File: src/rtl/note_seq_pkg.sv
// note_seq shared types, note/frequency tables and melody ROM.
// Used by note_seq and beat_timer.
package note_seq_pkg;

  typedef enum logic [2:0] {
    S_IDLE,
    S_LOAD,
    S_PLAY,
    S_PAUSE,
    S_DONE
  } state_t;

  // ROM entry: {code[3:0], dur[2:0]}
  typedef logic [6:0] rom_t;

  localparam logic [3:0] N_REST = 4'd0;
  localparam logic [3:0] N_C4   = 4'd1;
  localparam logic [3:0] N_D4   = 4'd2;
  localparam logic [3:0] N_E4   = 4'd3;
  localparam logic [3:0] N_F4   = 4'd4;
  localparam logic [3:0] N_G4   = 4'd5;
  localparam logic [3:0] N_A4   = 4'd6;
  localparam logic [3:0] N_B4   = 4'd7;
  localparam logic [3:0] N_C5   = 4'd8;

  localparam int unsigned SONG_LEN = 16;

  // Hz per code; zero marks a rest
  localparam int unsigned FREQ [16] = '{
    0, 262, 294, 330, 349, 392, 440, 494,
    523, 0, 0, 0, 0, 0, 0, 0
  };

  localparam rom_t SONG [SONG_LEN] = '{
    {N_C4, 3'd1}, {N_C4, 3'd1},
    {N_G4, 3'd1}, {N_G4, 3'd1},
    {N_A4, 3'd1}, {N_A4, 3'd1},
    {N_G4, 3'd2}, {N_F4, 3'd1},
    {N_F4, 3'd1}, {N_E4, 3'd1},
    {N_E4, 3'd1}, {N_D4, 3'd1},
    {N_D4, 3'd1}, {N_C4, 3'd2},
    {N_REST, 3'd1}, {N_REST, 3'd1}
  };

  // Divide word for a note code; rests give 0 (silence)
  function automatic logic [31:0] div_of(
    input logic [3:0]  code,
    input int unsigned clk_hz
  );
    int unsigned f;
    f = FREQ[code];
    if (f == 0) return 32'd0;
    return clk_hz / f;
  endfunction

  // Indices past the ROM read as rests
  function automatic rom_t song_at(input logic [31:0] idx);
    if (idx >= SONG_LEN) return '0;
    return SONG[idx[3:0]];
  endfunction

endpackage

File: src/rtl/note_seq_beat_timer.sv
// Beat counter 0..BEAT_CYC-1 with freeze and clear.
// tick_o pulses on the terminal count while enabled.
module beat_timer
  import note_seq_pkg::*;
#(
  parameter int BEAT_CYC = 12500000
) (
  input  logic clk_i,
  input  logic rst_ni,
  input  logic en_i,
  input  logic clr_i,
  output logic tick_o
);

  localparam int W =
    (BEAT_CYC > 1) ? $clog2(BEAT_CYC) : 1;
  localparam logic [W-1:0] LAST = W'(BEAT_CYC - 1);

  logic [W-1:0] cnt_q, cnt_d;

  assign tick_o = en_i && (cnt_q == LAST);

  // Next count: clear wins, otherwise wrap at terminal count
  always_comb begin
    cnt_d = cnt_q;
    if (clr_i)
      cnt_d = '0;
    else if (en_i)
      cnt_d = tick_o ? '0 : cnt_q + 1'b1;
  end

  // Counter register with synchronous reset
  always_ff @(posedge clk_i) begin
    if (!rst_ni) cnt_q <= '0;
    else         cnt_q <= cnt_d;
  end

endmodule

File: src/rtl/note_seq.sv
// Melody sequencer feeding DIVN words to the tone divider.
// Define NOTE_SEQ_LOOP_EN to wrap to the first note instead of stopping.
module note_seq
  import note_seq_pkg::*;
#(
  parameter int unsigned CLK_HZ   = 50000000,
  parameter int          BEAT_CYC = 12500000,
  parameter int          NOTE_NUM = 16,
  localparam int IW = (NOTE_NUM > 1) ? $clog2(NOTE_NUM) : 1
) (
  input  logic          fin,
  input  logic          rst_n,
  input  logic          play,
  input  logic          restart,
  output logic [31:0]   DIVN,
  output logic          mute,
  output logic [IW-1:0] note_idx,
  output logic          done
);

  state_t        state_q;
  logic [31:0]   divn_q, shad_q;
  logic          mute_q, done_q;
  logic [IW-1:0] idx_q;
  logic [2:0]    left_q;

  rom_t        ent;
  logic [3:0]  code;
  logic [2:0]  dur1;
  logic [31:0] lut;
  logic        last;
  logic        tm_en, tm_clr, tick;

  assign ent  = song_at(32'(idx_q));
  assign code = ent[6:3];
  assign dur1 = (ent[2:0] == 3'd0) ? 3'd1 : ent[2:0];
  assign lut  = div_of(code, CLK_HZ);
  assign last = (idx_q == IW'(NOTE_NUM - 1));

  assign tm_en  = (state_q == S_PLAY) && play && !restart;
  assign tm_clr = (state_q == S_LOAD);

  beat_timer #(
    .BEAT_CYC(BEAT_CYC)
  ) u_beat (
    .clk_i (fin),
    .rst_ni(rst_n),
    .en_i  (tm_en),
    .clr_i (tm_clr),
    .tick_o(tick)
  );

  // Sequencer FSM with registered DIVN/mute/done
  always_ff @(posedge fin) begin
    if (!rst_n) begin
      state_q <= S_IDLE;
      divn_q  <= '0;
      shad_q  <= '0;
      mute_q  <= 1'b1;
      done_q  <= 1'b0;
      idx_q   <= '0;
      left_q  <= '0;
    end else if (restart) begin
      state_q <= S_LOAD;
      idx_q   <= '0;
      done_q  <= 1'b0;
    end else begin
      unique case (state_q)
        S_IDLE: begin
          if (play) begin
            state_q <= S_LOAD;
            idx_q   <= '0;
          end
        end
        S_LOAD: begin
          divn_q  <= lut;
          shad_q  <= lut;
          mute_q  <= (lut == 32'd0);
          left_q  <= dur1;
          state_q <= S_PLAY;
        end
        S_PLAY: begin
          if (!play) begin
            state_q <= S_PAUSE;
            divn_q  <= '0;
            mute_q  <= 1'b1;
          end else if (tick) begin
            left_q <= left_q - 3'd1;
            if (left_q == 3'd1) begin
              if (last) begin
`ifdef NOTE_SEQ_LOOP_EN
                state_q <= S_LOAD;
                idx_q   <= '0;
`else
                state_q <= S_DONE;
                divn_q  <= '0;
                mute_q  <= 1'b1;
                done_q  <= 1'b1;
`endif
              end else begin
                state_q <= S_LOAD;
                idx_q   <= idx_q + 1'b1;
              end
            end
          end
        end
        S_PAUSE: begin
          if (play) begin
            state_q <= S_PLAY;
            divn_q  <= shad_q;
            mute_q  <= (shad_q == 32'd0);
          end
        end
        S_DONE: begin
          state_q <= S_DONE;
        end
        default: state_q <= S_IDLE;
      endcase
    end
  end

  assign DIVN     = divn_q;
  assign mute     = mute_q;
  assign note_idx = idx_q;
  assign done     = done_q;

endmodule

File: config.mk
export PLATFORM = sky130hd
export DESIGN_NAME = note_seq
export DESIGN_NICKNAME = d
export VERILOG_FILES = /design/src/rtl/note_seq_pkg.sv /design/src/rtl/note_seq_beat_timer.sv /design/src/rtl/note_seq.sv
export SDC_FILE = /design/constraint.sdc
export NUM_CORES = 1
export LEC_CHECK = 0
export ABC_AREA = 1
export CAP_MARGIN = 20
export CELL_PAD_IN_SITES_DETAIL_PLACEMENT = 1
export CELL_PAD_IN_SITES_GLOBAL_PLACEMENT = 2
export CORE_ASPECT_RATIO = 1.75
export CORE_MARGIN = 3
export CORE_UTILIZATION = 36
export DETAILED_ROUTE_END_ITERATION = 16
export PLACE_DENSITY_LB_ADDON = 0.1
export RECOVER_POWER = 100
export SLEW_MARGIN = 20
export SYNTH_ARGS = -nofsm -noshare
export SYNTH_HDL_FRONTEND = slang
export SYNTH_SLANG_ARGS = --single-unit
File: constraint.sdc
create_clock -name fin -period 54.3 [get_ports fin]
set_clock_uncertainty 0.1 [all_clocks]
set_input_delay 10.86 -clock fin [delete_from_list [all_inputs] [get_ports fin]]
set_output_delay 10.86 -clock fin [all_outputs]
set_load 0.01 [all_outputs]
* Word level (Yosys, flattened, before mapping) *
Memory sizes are Yosys's and may differ from the RTL's.
Cells that the tools add are included.

cells by class
  reduce and logical (&&, ||, !) cells = 21
  add/sub/neg operators = 3
  bitwise gates (word level) = 4
  div/mod/pow operators = 1
  multiplexer cells = 38
  $lt $le $gt $ge = 2
  equal/unequal tests = 20

operators by type and width
  operator                                                                 count
  32-bit 2-to-1 mux                                                        9
  32-bit logical NOT                                                       3
  32-bit case mux with 3 select lines                                      1
  26-bit by 32-bit divider with 32-bit output, first input constant        1
  3-bit 2-to-1 mux                                                         9
  24-bit by 1-bit adder with 24-bit output, second input constant          1
  24-bit == test, second input constant                                    1
  24-bit 2-to-1 mux                                                        1
  4-bit 2-to-1 mux                                                         5
  3-bit case mux with 5 select lines                                       1
  7-bit 2-to-1 mux                                                         2
  4-bit AND reduction                                                      3
  6-bit AND reduction                                                      2
  5-bit >= comparator, second input constant                               2
  4-bit inverter with 5-bit output                                         2
  3-bit inequality test, second input constant                             3
  2-bit inequality test, second input constant                             4
  4-bit by 3-bit inequality test with 1-bit output, second input constant  2
  4-bit case mux with 2 select lines                                       1
  1-bit 2-to-1 mux                                                         7
  3-bit by 1-bit == test with 1-bit output, second input constant          2
  3-bit by 2-bit == test with 1-bit output, second input constant          2
  3-bit logical NOT                                                        2
  3-bit by 2-bit inequality test with 1-bit output, second input constant  2
  15 further kinds                                                         21

storage, ports and cells
  bits in read-only memories = 624
  register bits = 100
  input bits = 4
  memories = 2
  logic and storage cells = 100
  output and inout port bits = 38

memories
  memory            depth  bits a word  read ports  clocked after Yosys merged registers in  write ports  RTL line            RTL
  (name not given)  16     32           1           0                                        0            note_seq_pkg.sv:51  f = FREQ[code];
  (name not given)  16     7            1           0                                        0            note_seq_pkg.sv:59  return SONG[idx[3:0]];

* Depth between registers and ports, before layout *
  depth after elaboration = 13
  gate-level depth with buffers = 386
  mapped depth without buffers = 363

* Cells and area by module *
Synthesis repeated with hierarchy kept, for this count alone.

unflattened totals
  cells, all modules = 4,962
  area total of the unflattened synthesis = 30,121.4 um^2

by module, submodules not included
  module      seq. area each (um^2)  times used  cells each  area each (um^2)
  note_seq    1,461.4                1           4,758       28,815.1
  beat_timer  480.5                  1           204         1,306.3

* Least setup slack after synthesis *
Ideal clock, no wire load.

  path kind = register to register
  start point = reg idx_q[1], in the netlist note_idx[1]
  end point = reg shad_q[0]
  data required time = 54.077 ns
  setup time = 0.123 ns
  data arrival time = 46.637 ns
  slack = 7.439 ns
  cell stages (with the launch flop) = 362
  clock period less this slack = 46.861 ns
  cell sequence = dfxtp_1 > inv_1 > ha_1 > nor2_1 > nor2_1 > nor2_1 > ha_1 > inv_1 > nor2_8 > inv_2 > nand2_1 > ha_1 > xnor2_1 > nor2_4 > ha_1 > nand2_1 > nand2_1 > nand2_2 > [326 not listed] > nand2_1 > nand4_4 > nor2_1 > nand2_2 > bufinv_8 > nand3_4 > inv_1 > nand2_1 > o21ai_0 > ha_1 > nand2_1 > inv_1 > a221oi_1 > nand2_2 > nand2_1 > nand3_2 > nand2_1 > a21oi_2

between the ends
  word-level cells in the longest chain between the ends = 11
  elaborated cells on any way between the ends = 12
  those cells by class = div: 1; mux: 6; bitwise: 2; reduce/logical: 1; memory: 2

ends and longest elaborated chain
  what                                                                                                 RTL line            RTL
  start, declared                                                                                      note_seq.sv:24      logic [IW-1:0] idx_q;
  start signal, assigned                                                                               note_seq.sv:102     idx_q <= idx_q + 1'b1;
  4-bit inverter with 5-bit output (implied by the code) (*)                                           note_seq_pkg.sv:59
  memory read 16 x 7 bit (*)                                                                           -
  7-bit 2-to-1 mux (implied by the code) (*) (2 in a row)                                              note_seq_pkg.sv:59
  4-bit inverter with 5-bit output (implied by the code) (*)                                           note_seq_pkg.sv:51
  memory read 16 x 32 bit (*)                                                                          -
  32-bit 2-to-1 mux (implied by the code) (*) (2 in a row)                                             note_seq_pkg.sv:51
  parallel branches: the longest is 2 deep, another holds 26-bit by 32-bit divider with 32-bit output  -
  32-bit 2-to-1 mux (*)                                                                                note_seq_pkg.sv:53  return clk_hz / f;
  end signal, assigned                                                                                 note_seq.sv:77      shad_q <= lut;
  end, declared                                                                                        note_seq.sv:22      logic [31:0] divn_q, shad_q;

Mark *: on every way between the ends. The select of a mux whose other input is x is not followed.
A chain may end at the register's enable or synchronous reset.

* Worst setup path in the final report *
Same ends and word-level chain as after synthesis.

==> results.md <==
- # nets final: ~5,200
- Area Overhead vs Synth: 7.01%
- Peak Freq: approximately 0.020 GHz
- Post-synthesis compound-gate area fraction: 13.0%
- Fraction of layout cells with a size suffix above 1: ~17%
- Largest stage delay, worst path: 540 ps
- Period Utilization, post-route: 91.9%
- Commonest non-fill, non-tap cells in the layout: nand2_1, inv_1, nor2_1
- Vias/cell: approximately 5.4
- Mean routed wirelength per cell: roughly 21 um
- Max-slew violations: 64
- Port bufs: about 40
- Total gr overflow: 0
- Adder-cell share of the synthesized area: a little under a tenth
- RR Startpoint: note_idx[1]
- Final Hold Slack: between 300 and 400 ps
- Main synth FF type: dfxtp_1
- R2R depth: roughly 330
- CTS clock-pin slew for the worst setup and hold paths: ~80 ps
- XOR/XNOR share of the synthesized area: under 10%
- Slew Limit Headroom: -21.7%
- Worst slack, placed: -951 ps
- Initial antenna violation count: 2
- Max-cap violations: 2
- First-pass GRT wire length: about 190 mm
- Final Hold Viols: 0
- Slowest-stage cell, CP: o21ai_0
- Setup CP Type: register to register
- Initial DRC count: between 1,000 and 1,500
- Status: finished with violations
- RD Place Congestion: 0.925
- Setup crit start kind: register
- DRT antenna net count: 0
- Via count: 32,500
- TritonCTS clock tree: built
- Cts bufs inserted: 9
- Clock tree buffer depth: 2
- Drt first pass iters: 4
- Violated checks: max-capacitance violations, max-slew violations
- Dpl cells: approximately 5,900
- Required time of the critical path: between 50,000 and 60,000 ps
- Tmin final: approximately 50,000 ps
- Crit path from: note_idx[1]
- Avg Inst Size Synth: about 6 um2
- Worst Max-Slew Pin Slew: around 1800 ps
- Largest family of logic cells by synthesized area: simple AND/OR/NAND/NOR gates
- Clock root cell: clkbuf_16
- Total Routing Usage GR: roughly 29%
- Seq/Total Area, Yosys: around 6.7%
- Post-detail-place hpwl: just over 100 mm
- Post-synth EDFFs: 0
- Largest net degree at the start of global routing: 65
- H-Tree Depth: 3
- Io pins: between 40 and 50
- Core area: 0.0790 mm2
- HP Class: register to register
- CP endpoint kind: register
- Leading cell type in the layout, fill and taps excluded: nand2_1
- Post-synthesis simple-gate area fraction: approximately 53%
- Asr flop ratio synth: 0%
- Hold path endpoint: DIVN[31]
- Post-synthesis mux area share: less than 1%
- WP data arrival: about 50,000 ps
- Synth unique cells: just over 80
- Starting Density: between 30% and 40%
- Final Non-Filler Cells: 6,008
- Synth Instances: roughly 4,900
- Setup ws final: between 4000 and 5000 ps
- Hold depth: 2
- Register-to-register path setup slack: around 4400 ps
- Syn. warnings: 0
- Die X-Extent: around 220 um
- # diodes: 0
- # setup viols final: 0
- R2r endpoint: shad_q[0]
- Row cnt: between 100 and 150
- Most frequent cell on the critical path: nand2_1
- Crit path max fanout: 20
- Hold Startpoint: DIVN[31]
- Setup TNS: 0 ps
- Die area: approximately 0.084 mm2
- Cell Area, Synth: between 0.02 and 0.03 mm2
- CTS Sinks: 97
- Chip height: ~380 um
- Clk Latency, worst-skew pair: 380 ps
- Synthesized flop and latch total: 97
- Number of global-route vias before repair: between 30,000 and 40,000
- Routed WL: ~130 mm
- DRC errors left: 0
worst max-delay path, delay by kind of cell, from the launching register on:
kind | cells | cell delay (ps)
and+or+nand+nor | 172 | 20020
AOI/OAI and AO/OA | 66 | 12180
adders and majority gates | 33 | 10880
buffers and inverters | 53 | 5570
DFF | 1 | 420
xor gates and xnor gates | 3 | 410
per-stage QoR:
step | instance area (um2) | util, %
6_report | 30800 | 39.0
5_1_grt | 30800 | 39.0
4_1_cts | 30200 | 38.2
3_5_place_dp | 29800 | 37.8
3_3_place_gp | 29800 | 37.8
2_1_floorplan | 28800 | -
metal layers:
layer  vias up  part of all wire, %  GRT usage, %
li1      16100                    -             -
met1     15500                   36          28.9
met2       566                   54          58.0
met3       367                  2.4          2.44
met4         2                  6.9          16.7
met5         -                0.010             0
sequential cells by signal, indices dropped and copies added (netlist names):
name	count
DIVN	31
shad_q	30
u_beat.cnt_q	24
note_idx	4
left_q	3
state_q	3
done	1
mute	1
repair_timing:
action | 4_1_cts | 5_1_grt
cloned | 1 | 4
endpoints found under the setup margin | 2 | 6
setup buffers | 0 | 59
pin swaps | 1 | 22
resized for setup | 12 | 83
hold buffers | 0 | 0
Yosys cell counts, types with 38 or more instances:
library cell  count  share of area, %
nand3_2          92               3.2
xor2_1          104               3.2
nor3_1           63               1.1
nand2_1        1213                16
inv_2            57              0.74
nand3_1         398               6.9
nand2_2         203               4.4
o21ai_0         267               4.6
a21oi_1         248               4.3
nand2_4          86               3.4
xnor2_1          60               1.8
dfxtp_1          97               6.7
inv_1           639               8.3
nand3b_1         38              0.99
nor2_4           45               1.8
ha_1            210               9.1
nand4_1         149               3.2
nor2_1          450               5.9
nor2_2          109               2.4
cell families after synthesis:
family	Yosys count
mux	1
simple gates	2941
xor+xnor	165
fa+ha+maj	210
other cells	2
compound gates	667
buf+inv	831
flops	97
worst max path at each step:
stage           endpoint  cells after the start
2_1_floorplan  shad_q[0]                    361
3_3_place_gp   shad_q[0]                    336
3_5_place_dp   shad_q[0]                    329
4_1_cts        shad_q[0]                    330
5_1_grt        shad_q[0]                    334
6_report       shad_q[0]                    327
final cells by class:
| class | count | area, um2 |
|---|---|---|
| well taps | 1035 | 1290 |
| fillers | 11000 | 48100 |
| flip-flops and latches | 97 | 1950 |
| inverters | 730 | 2850 |
| repair buffers | 133 | 1090 |
| repair inverters | 1 | 7.51 |
| clock inverters | 7 | 65.1 |
| multi-input cells | 3996 | 23300 |
| clock buffers | 9 | 225 |
Power is left out: the tool's default activity adds up to more than one toggle a clock period on the data nets, which glitch-free logic cannot reach.
